<file path="src/rtl/wb_arb_pkg.sv">
// Shared types for the writeback arbiter: source indices and the per-source holding slot.
package wb_arb_pkg;
   localparam int NSRC = 3;
   localparam logic [1:0] SRC_ALU = 2'd0;
   localparam logic [1:0] SRC_FPU = 2'd1;
   localparam logic [1:0] SRC_MEM = 2'd2;
   localparam int WB_DATA_W = 32;
   localparam int WB_ADDR_W = 5;

   typedef struct packed {
      logic                 full;
      logic                 fp;
      logic [WB_ADDR_W-1:0] rd;
      logic [WB_DATA_W-1:0] data;
   } wb_slot_t;
endpackage

</file>
<file path="src/rtl/wb_rr_arb.sv">
// 3-way request -> one-hot grant. WB_RR_EN selects round-robin (pointer) over fixed MEM>FPU>ALU.
module wb_rr_arb
   import wb_arb_pkg::*;
(
   input  logic            clk,
   input  logic            reset,
   input  logic [NSRC-1:0] req,
   input  logic            upd,
   output logic [NSRC-1:0] gnt
);
`ifdef WB_RR_EN
   logic [1:0] ptr_q, ptr_d, win;
   logic [1:0] idx;

   // Walk from the farthest offset back to the pointer so the nearest requester wins.
   always_comb begin
      gnt = '0;
      win = ptr_q;
      idx = ptr_q;
      for (int i = NSRC - 1; i >= 0; i--) begin
         idx = 2'((int'(ptr_q) + i) % NSRC);
         if (req[idx]) begin
            gnt      = '0;
            gnt[idx] = 1'b1;
            win      = idx;
         end
      end
   end

   always_comb begin
      ptr_d = ptr_q;
      if (upd) ptr_d = (win == SRC_MEM) ? SRC_ALU : win + 2'd1;
   end

   always_ff @(posedge clk or posedge reset) begin
      if (reset) ptr_q <= SRC_ALU;
      else       ptr_q <= ptr_d;
   end
`else
   logic unused_ok;
   assign unused_ok = &{1'b0, clk, reset, upd};

   always_comb begin
      gnt = '0;
      if (req[SRC_MEM])      gnt[SRC_MEM] = 1'b1;
      else if (req[SRC_FPU]) gnt[SRC_FPU] = 1'b1;
      else if (req[SRC_ALU]) gnt[SRC_ALU] = 1'b1;
   end
`endif
endmodule

</file>
<file path="src/rtl/wb_arbiter.sv">
// Writeback arbiter: ALU/FPU/MEM 1-entry slots drained onto int and FP register-file write ports.
// Define WB_RR_EN for round-robin arbitration; default is fixed priority MEM > FPU > ALU.
module wb_arbiter
   import wb_arb_pkg::*;
#(
   parameter int DATA_W = WB_DATA_W,
   parameter int ADDR_W = WB_ADDR_W
) (
   input  logic              clk,
   input  logic              reset,
   input  logic              alu_valid,
   output logic              alu_ready,
   input  logic              alu_fp,
   input  logic [ADDR_W-1:0] alu_rd,
   input  logic [DATA_W-1:0] alu_data,
   input  logic              fpu_valid,
   output logic              fpu_ready,
   input  logic              fpu_fp,
   input  logic [ADDR_W-1:0] fpu_rd,
   input  logic [DATA_W-1:0] fpu_data,
   input  logic              mem_valid,
   output logic              mem_ready,
   input  logic              mem_fp,
   input  logic [ADDR_W-1:0] mem_rd,
   input  logic [DATA_W-1:0] mem_data,
   output logic              int_we,
   output logic [ADDR_W-1:0] int_waddr,
   output logic [DATA_W-1:0] int_wdata,
   output logic              fp_we,
   output logic [ADDR_W-1:0] fp_waddr,
   output logic [DATA_W-1:0] fp_wdata,
   output logic              wb_busy
);
   logic [NSRC-1:0]             src_v, src_fp, rdy, full_v;
   logic [NSRC-1:0][ADDR_W-1:0] src_rd;
   logic [NSRC-1:0][DATA_W-1:0] src_data;
   logic [NSRC-1:0]             int_req, fp_req, int_gnt, fp_gnt;
   wb_slot_t [NSRC-1:0]         slot_q, slot_d;
   wb_slot_t                    int_win, fp_win;
   logic                        int_upd, fp_upd;
   logic                        int_we_q, int_we_d, fp_we_q, fp_we_d;
   logic [ADDR_W-1:0]           int_waddr_q, int_waddr_d, fp_waddr_q, fp_waddr_d;
   logic [DATA_W-1:0]           int_wdata_q, int_wdata_d, fp_wdata_q, fp_wdata_d;

   assign src_v    = {mem_valid, fpu_valid, alu_valid};
   assign src_fp   = {mem_fp, fpu_fp, alu_fp};
   assign src_rd   = {mem_rd, fpu_rd, alu_rd};
   assign src_data = {mem_data, fpu_data, alu_data};

   always_comb begin
      for (int i = 0; i < NSRC; i++) begin
         full_v[i]  = slot_q[i].full;
         int_req[i] = slot_q[i].full & ~slot_q[i].fp;
         fp_req[i]  = slot_q[i].full & slot_q[i].fp;
      end
   end

   wb_rr_arb u_int_arb (.clk(clk), .reset(reset), .req(int_req), .upd(int_upd), .gnt(int_gnt));
   wb_rr_arb u_fp_arb  (.clk(clk), .reset(reset), .req(fp_req),  .upd(fp_upd),  .gnt(fp_gnt));

   always_comb begin
      int_win = '0;
      fp_win  = '0;
      for (int i = 0; i < NSRC; i++) begin
         if (int_gnt[i]) int_win = slot_q[i];
         if (fp_gnt[i])  fp_win  = slot_q[i];
      end
   end

   // Int r0 is hardwired: the slot drains, but neither the port nor the RR pointer sees it.
   assign int_upd = (|int_gnt) & (int_win.rd != '0);
   assign fp_upd  = |fp_gnt;

   always_comb begin
      int_we_d    = int_upd;
      int_waddr_d = int_upd ? ADDR_W'(int_win.rd)   : int_waddr_q;
      int_wdata_d = int_upd ? DATA_W'(int_win.data) : int_wdata_q;
      fp_we_d     = fp_upd;
      fp_waddr_d  = fp_upd ? ADDR_W'(fp_win.rd)     : fp_waddr_q;
      fp_wdata_d  = fp_upd ? DATA_W'(fp_win.data)   : fp_wdata_q;
   end

   always_comb begin
      for (int i = 0; i < NSRC; i++) begin
         rdy[i]    = ~slot_q[i].full | int_gnt[i] | fp_gnt[i];
         slot_d[i] = slot_q[i];
         if (int_gnt[i] | fp_gnt[i]) slot_d[i].full = 1'b0;
         if (src_v[i] & rdy[i]) begin
            slot_d[i].full = 1'b1;
            slot_d[i].fp   = src_fp[i];
            slot_d[i].rd   = WB_ADDR_W'(src_rd[i]);
            slot_d[i].data = WB_DATA_W'(src_data[i]);
         end
      end
   end

   always_ff @(posedge clk or posedge reset) begin
      if (reset) begin
         slot_q      <= '0;
         int_we_q    <= 1'b0;
         int_waddr_q <= '0;
         int_wdata_q <= '0;
         fp_we_q     <= 1'b0;
         fp_waddr_q  <= '0;
         fp_wdata_q  <= '0;
      end else begin
         slot_q      <= slot_d;
         int_we_q    <= int_we_d;
         int_waddr_q <= int_waddr_d;
         int_wdata_q <= int_wdata_d;
         fp_we_q     <= fp_we_d;
         fp_waddr_q  <= fp_waddr_d;
         fp_wdata_q  <= fp_wdata_d;
      end
   end

   assign alu_ready = rdy[SRC_ALU];
   assign fpu_ready = rdy[SRC_FPU];
   assign mem_ready = rdy[SRC_MEM];
   assign int_we    = int_we_q;
   assign int_waddr = int_waddr_q;
   assign int_wdata = int_wdata_q;
   assign fp_we     = fp_we_q;
   assign fp_waddr  = fp_waddr_q;
   assign fp_wdata  = fp_wdata_q;
   assign wb_busy   = |full_v;
endmodule

</file>
<file path="config.mk">
export PLATFORM = sky130hd
export DESIGN_NAME = wb_arbiter
export DESIGN_NICKNAME = d
export VERILOG_FILES = /design/src/rtl/wb_arb_pkg.sv /design/src/rtl/wb_rr_arb.sv /design/src/rtl/wb_arbiter.sv
export SDC_FILE = /design/constraint.sdc
export NUM_CORES = 1
export LEC_CHECK = 0
export ABC_AREA = 1
export ABC_CLOCK_PERIOD_IN_PS = 6000
export CORE_ASPECT_RATIO = 0.75
export CORE_MARGIN = 5
export CORE_UTILIZATION = 57
export DETAILED_ROUTE_END_ITERATION = 10
export DONT_BUFFER_PORTS = 1
export PLACE_DENSITY = 0.75
export SYNTH_ARGS = -nofsm -noshare
export SYNTH_HDL_FRONTEND = slang
export SYNTH_SLANG_ARGS = --single-unit
</file>
<file path="constraint.sdc">
create_clock -name clk -period 6 [get_ports clk]
set_input_delay 0.9 -clock clk [delete_from_list [all_inputs] [get_ports clk]]
set_output_delay 0.9 -clock clk [all_outputs]
set_load 0.01 [all_outputs]
</file>
==> results.yml <==
detailed_routing:
  num_vias: 6854
  drcViolationCount: 0
  dr.pass1.iters: 5
  wl_mm: 23.4
  wire_per_inst_um: 19.6
  viasPerCell: 5.73
  drtAntennaViolNets: 0
  first_iter_violations: 648
clock_tree:
  cts_buffers: 17
  cts_tree: "yes"
  clk_pin_slew_ns: 0.07
  postCtsSetupRepairBufs: 0
  post_cts_resized: 0
  cts_num_sinks: 193
  clock_latency_ns: 0.44
  clock-root-buffer: "clkbuf_16"
  cts_max_level: 4
  cts_hold_buf: 0
  cts_buffer_depth: 2
sta:
  finClkSkew_ns: 0.0129
  tns_ns: 0
  drv_slew: 0
  finalHoldViolCount: 0
  fin_crit_sh: 0.514
  max_slew.worst_pin.slew_ns: 1.06
  setup_viol: 0
  rsz0062_at_grt: "false"
  slew_headroom: 0.292
  fmax_mhz: 324
  fin_crit_ns: 3.08
worst_setup_path:
  worstPathArrival_ns: 2.18
  path_delay_family: "simple AND/OR/NAND/NOR gates"
  path_buf_inv: 0
  crit_path_end_kind: "output pin"
  critPathKind: "flop to output pin"
  worst-endpoint-required_ns: 5.10
  cpMaxStageDelayCell: "nand2_2"
  start_kind: "flop"
  cpPeakStageDelay_ns: 0.58
  worstPathMaxFanout: 39
  crit_chain: "nand2_4, nand2_2, nand3_4"
placement:
  port_buffers: 0
  gp_congestion: 0.810
  placed_area_um2: 8740
  place_hpwl_mm: 14.8
  dp.cells: 1164
pwr:
  p_int_w: 0.00318
  power_leakage_nw: 4.65
  switchingPower_w: 0.00238
  p_seq_frac: 0.403
  p_clk_frac: 0.219
  comb_power_share: 0.378
  p_per_area_nw_per_um2: 593
  ir_worst_vdd_uv: 594
  p_sw_frac: 0.428
finish:
  fill_cells: 1353
  design_area_um2: 9370
  seq_area_um2: 4830
  drive_above_1_share: 0.0908
  area_growth_pct: 6.09
  fin_nets: 1097
  multi_input_area_um2: 3150
  fin_cells: 1196
  diodes: 0
floorplan:
  core_area_um2: 15200
  fp.dieArea_um2: 18100
  die_y_um: 118
  start_util: 0.580
  row_count: 39
  io-pin-count: 199
  die_w_um: 154
synthesis:
  syn_area_per_cell_um2: 8.69
  synth-seq-cells: 193
  synthAdderAreaFrac: 0
  yosysSeqAreaShare: 0.547
  synth_area_leader_cell: "dfrtp_1"
  netlist_instances: 1016
  synth.area.mux_share: 0
  synth_nets: 1135
  synth_top_family_by_area: "simple AND/OR/NAND/NOR gates"
  yosys_warnings: 0
  syn-cell-area_um2: 8830
  synth-xor-area-share: 0
  synth_simple_gate_area_share: 0.185
  yosys-top-cells-area: "dfrtp_1 55%, nand2_1 7.9%, nor2_1 5.9%"
  yosysTopAreaCellShare: 0.547
  synth_compound_area_frac: 0.171
  yosysUniqueCellTypes: 26
grt:
  grt_max_degree: 194
  track_usage: 0.262
  use_met2: 0.403
  grt_pass1_wl_mm: 37.9
  grt_overflow: 0
  grt_pass1_vias: 6843
  use_met3: 0.0783
  antenna_found_initial: 0
  top_usage_layer: "met2"
  met1_usage: 0.366
status:
  outcome: "finished clean"
min_path:
  holdCritPathClass: "flop to flop"
run:
  drv_cap: 0
==> power by group through the flow <==
stage               clock, W  combinational, W  sequential (W)
floorplan                  0           0.00172         0.00217
CTS                  0.00123           0.00209         0.00225
finish               0.00121           0.00210         0.00224
global route         0.00129           0.00235         0.00230
detailed placement         0           0.00207         0.00226
global placement           0           0.00201         0.00225
==> worst min-delay path: stages (launching register included) <==
cell	delay, ns
dfrtp_1	0.34
a21oi_1	0.06
nand2_1	0.05
==> synthesized netlist by cell type <==
cell       count
nand4_1        1
nand2_2       13
nand2_1      186
inv_1        115
nand2_4        1
o21ai_0       42
nor2_2         2
nand3_4        3
nor2_1       139
o2111ai_1      2
inv_2          6
o21bai_1      32
nand3_2        1
o22ai_1       63
clkbuf_1      16
nand3_1       44
conb_1         1
buf_4          6
a21oi_2       27
o21ai_1        1
a21oi_1       81
buf_2         20
buf_1          3
buf_6         16
nor2_4         2
dfrtp_1      193
==> path summary, 6_finish.rpt <==
check                            startpoint            to  slack (ns)  cells past startpoint
worst max-delay path              full_v[2]     fpu_ready        2.92                      3
worst min-delay path            slot_q[113]   fp_waddr[3]        0.49                      2
worst max register to register  slot_q[115]    slot_q[44]        2.94                      8
worst min register to register  slot_q[113]   fp_waddr[3]        0.49                      2
max in group asynchronous             reset     slot_q[4]        4.56                      2
min in group asynchronous             reset  int_waddr[1]        0.63                      2
==> cells by family after synthesis <==
kind of cell | after synthesis
AOI/OAI and AO/OA | 248
buffers and inverters | 182
DFF | 193
other | 1
and+or+nand+nor | 392
==> through the flow <==
| step | power [W] | hold slack, ns | worst slack (ns) | utilization |
|---|---|---|---|---|
| after floorplan | 0.00389 | 0.453 | 2.61 | - |
| after global placement | 0.00426 | 0.464 | 3.14 | 0.574 |
| after detailed placement | 0.00434 | 0.464 | 2.99 | 0.574 |
| after CTS | 0.00557 | 0.485 | 2.92 | 0.615 |
| after global routing | 0.00594 | 0.498 | 2.80 | 0.615 |
| final | 0.00556 | 0.486 | 2.92 | 0.615 |
==> placed cells by master (no fill, tap or decap) <==
cell type,netlist,final
dfrtp_1,193,193
nand2_1,186,186
nor2_1,139,139
inv_1,115,114
a21oi_1,81,81
o22ai_1,63,63
nand3_1,44,44
o21ai_0,42,42
o21bai_1,32,32
a21oi_2,27,27
clkbuf_16,0,17
nand2_2,13,12
inv_2,6,6
bufinv_16,0,4
nand3_4,3,3
clkinvlp_4,0,3
inv_6,0,3
buf_4,6,3
nor2_2,2,2
nand2_4,1,2
nor2_4,2,2
o2111ai_1,2,2
clkinv_2,0,2
clkbuf_1,16,2
o21ai_1,1,1
nand3_2,1,1
nand4_1,1,1
conb_1,1,1
clkbuf_8,0,1
clkinv_4,0,1
buf_12,0,1
==> area by class of cell <==
type,count,area share
flip-flops and latches,193,0.516
multi-input cells,641,0.337
inverters,121,0.0489
clock buffers,20,0.0477
well taps,205,0.0274
clock inverters,12,0.0192
repair buffers,4,0.00454
==> per-layer routing <==
layer  vias to the layer above  part of all wire  wire, um
li1                       3205                 -         -
met1                      3306              0.43     10100
met2                       312              0.45     10700
met3                        31             0.098      2310
met4                         0             0.018       415
met5                         -                 0         0
==> state kept, by name (all words and copies together), names as in the netlist <==
name and cells:
fp_waddr 5, fp_wdata 32, fp_we 1, full_v 3, int_waddr 5, int_wdata 32
int_we 1, slot_q 114
(Power assumes the default switching activity.)
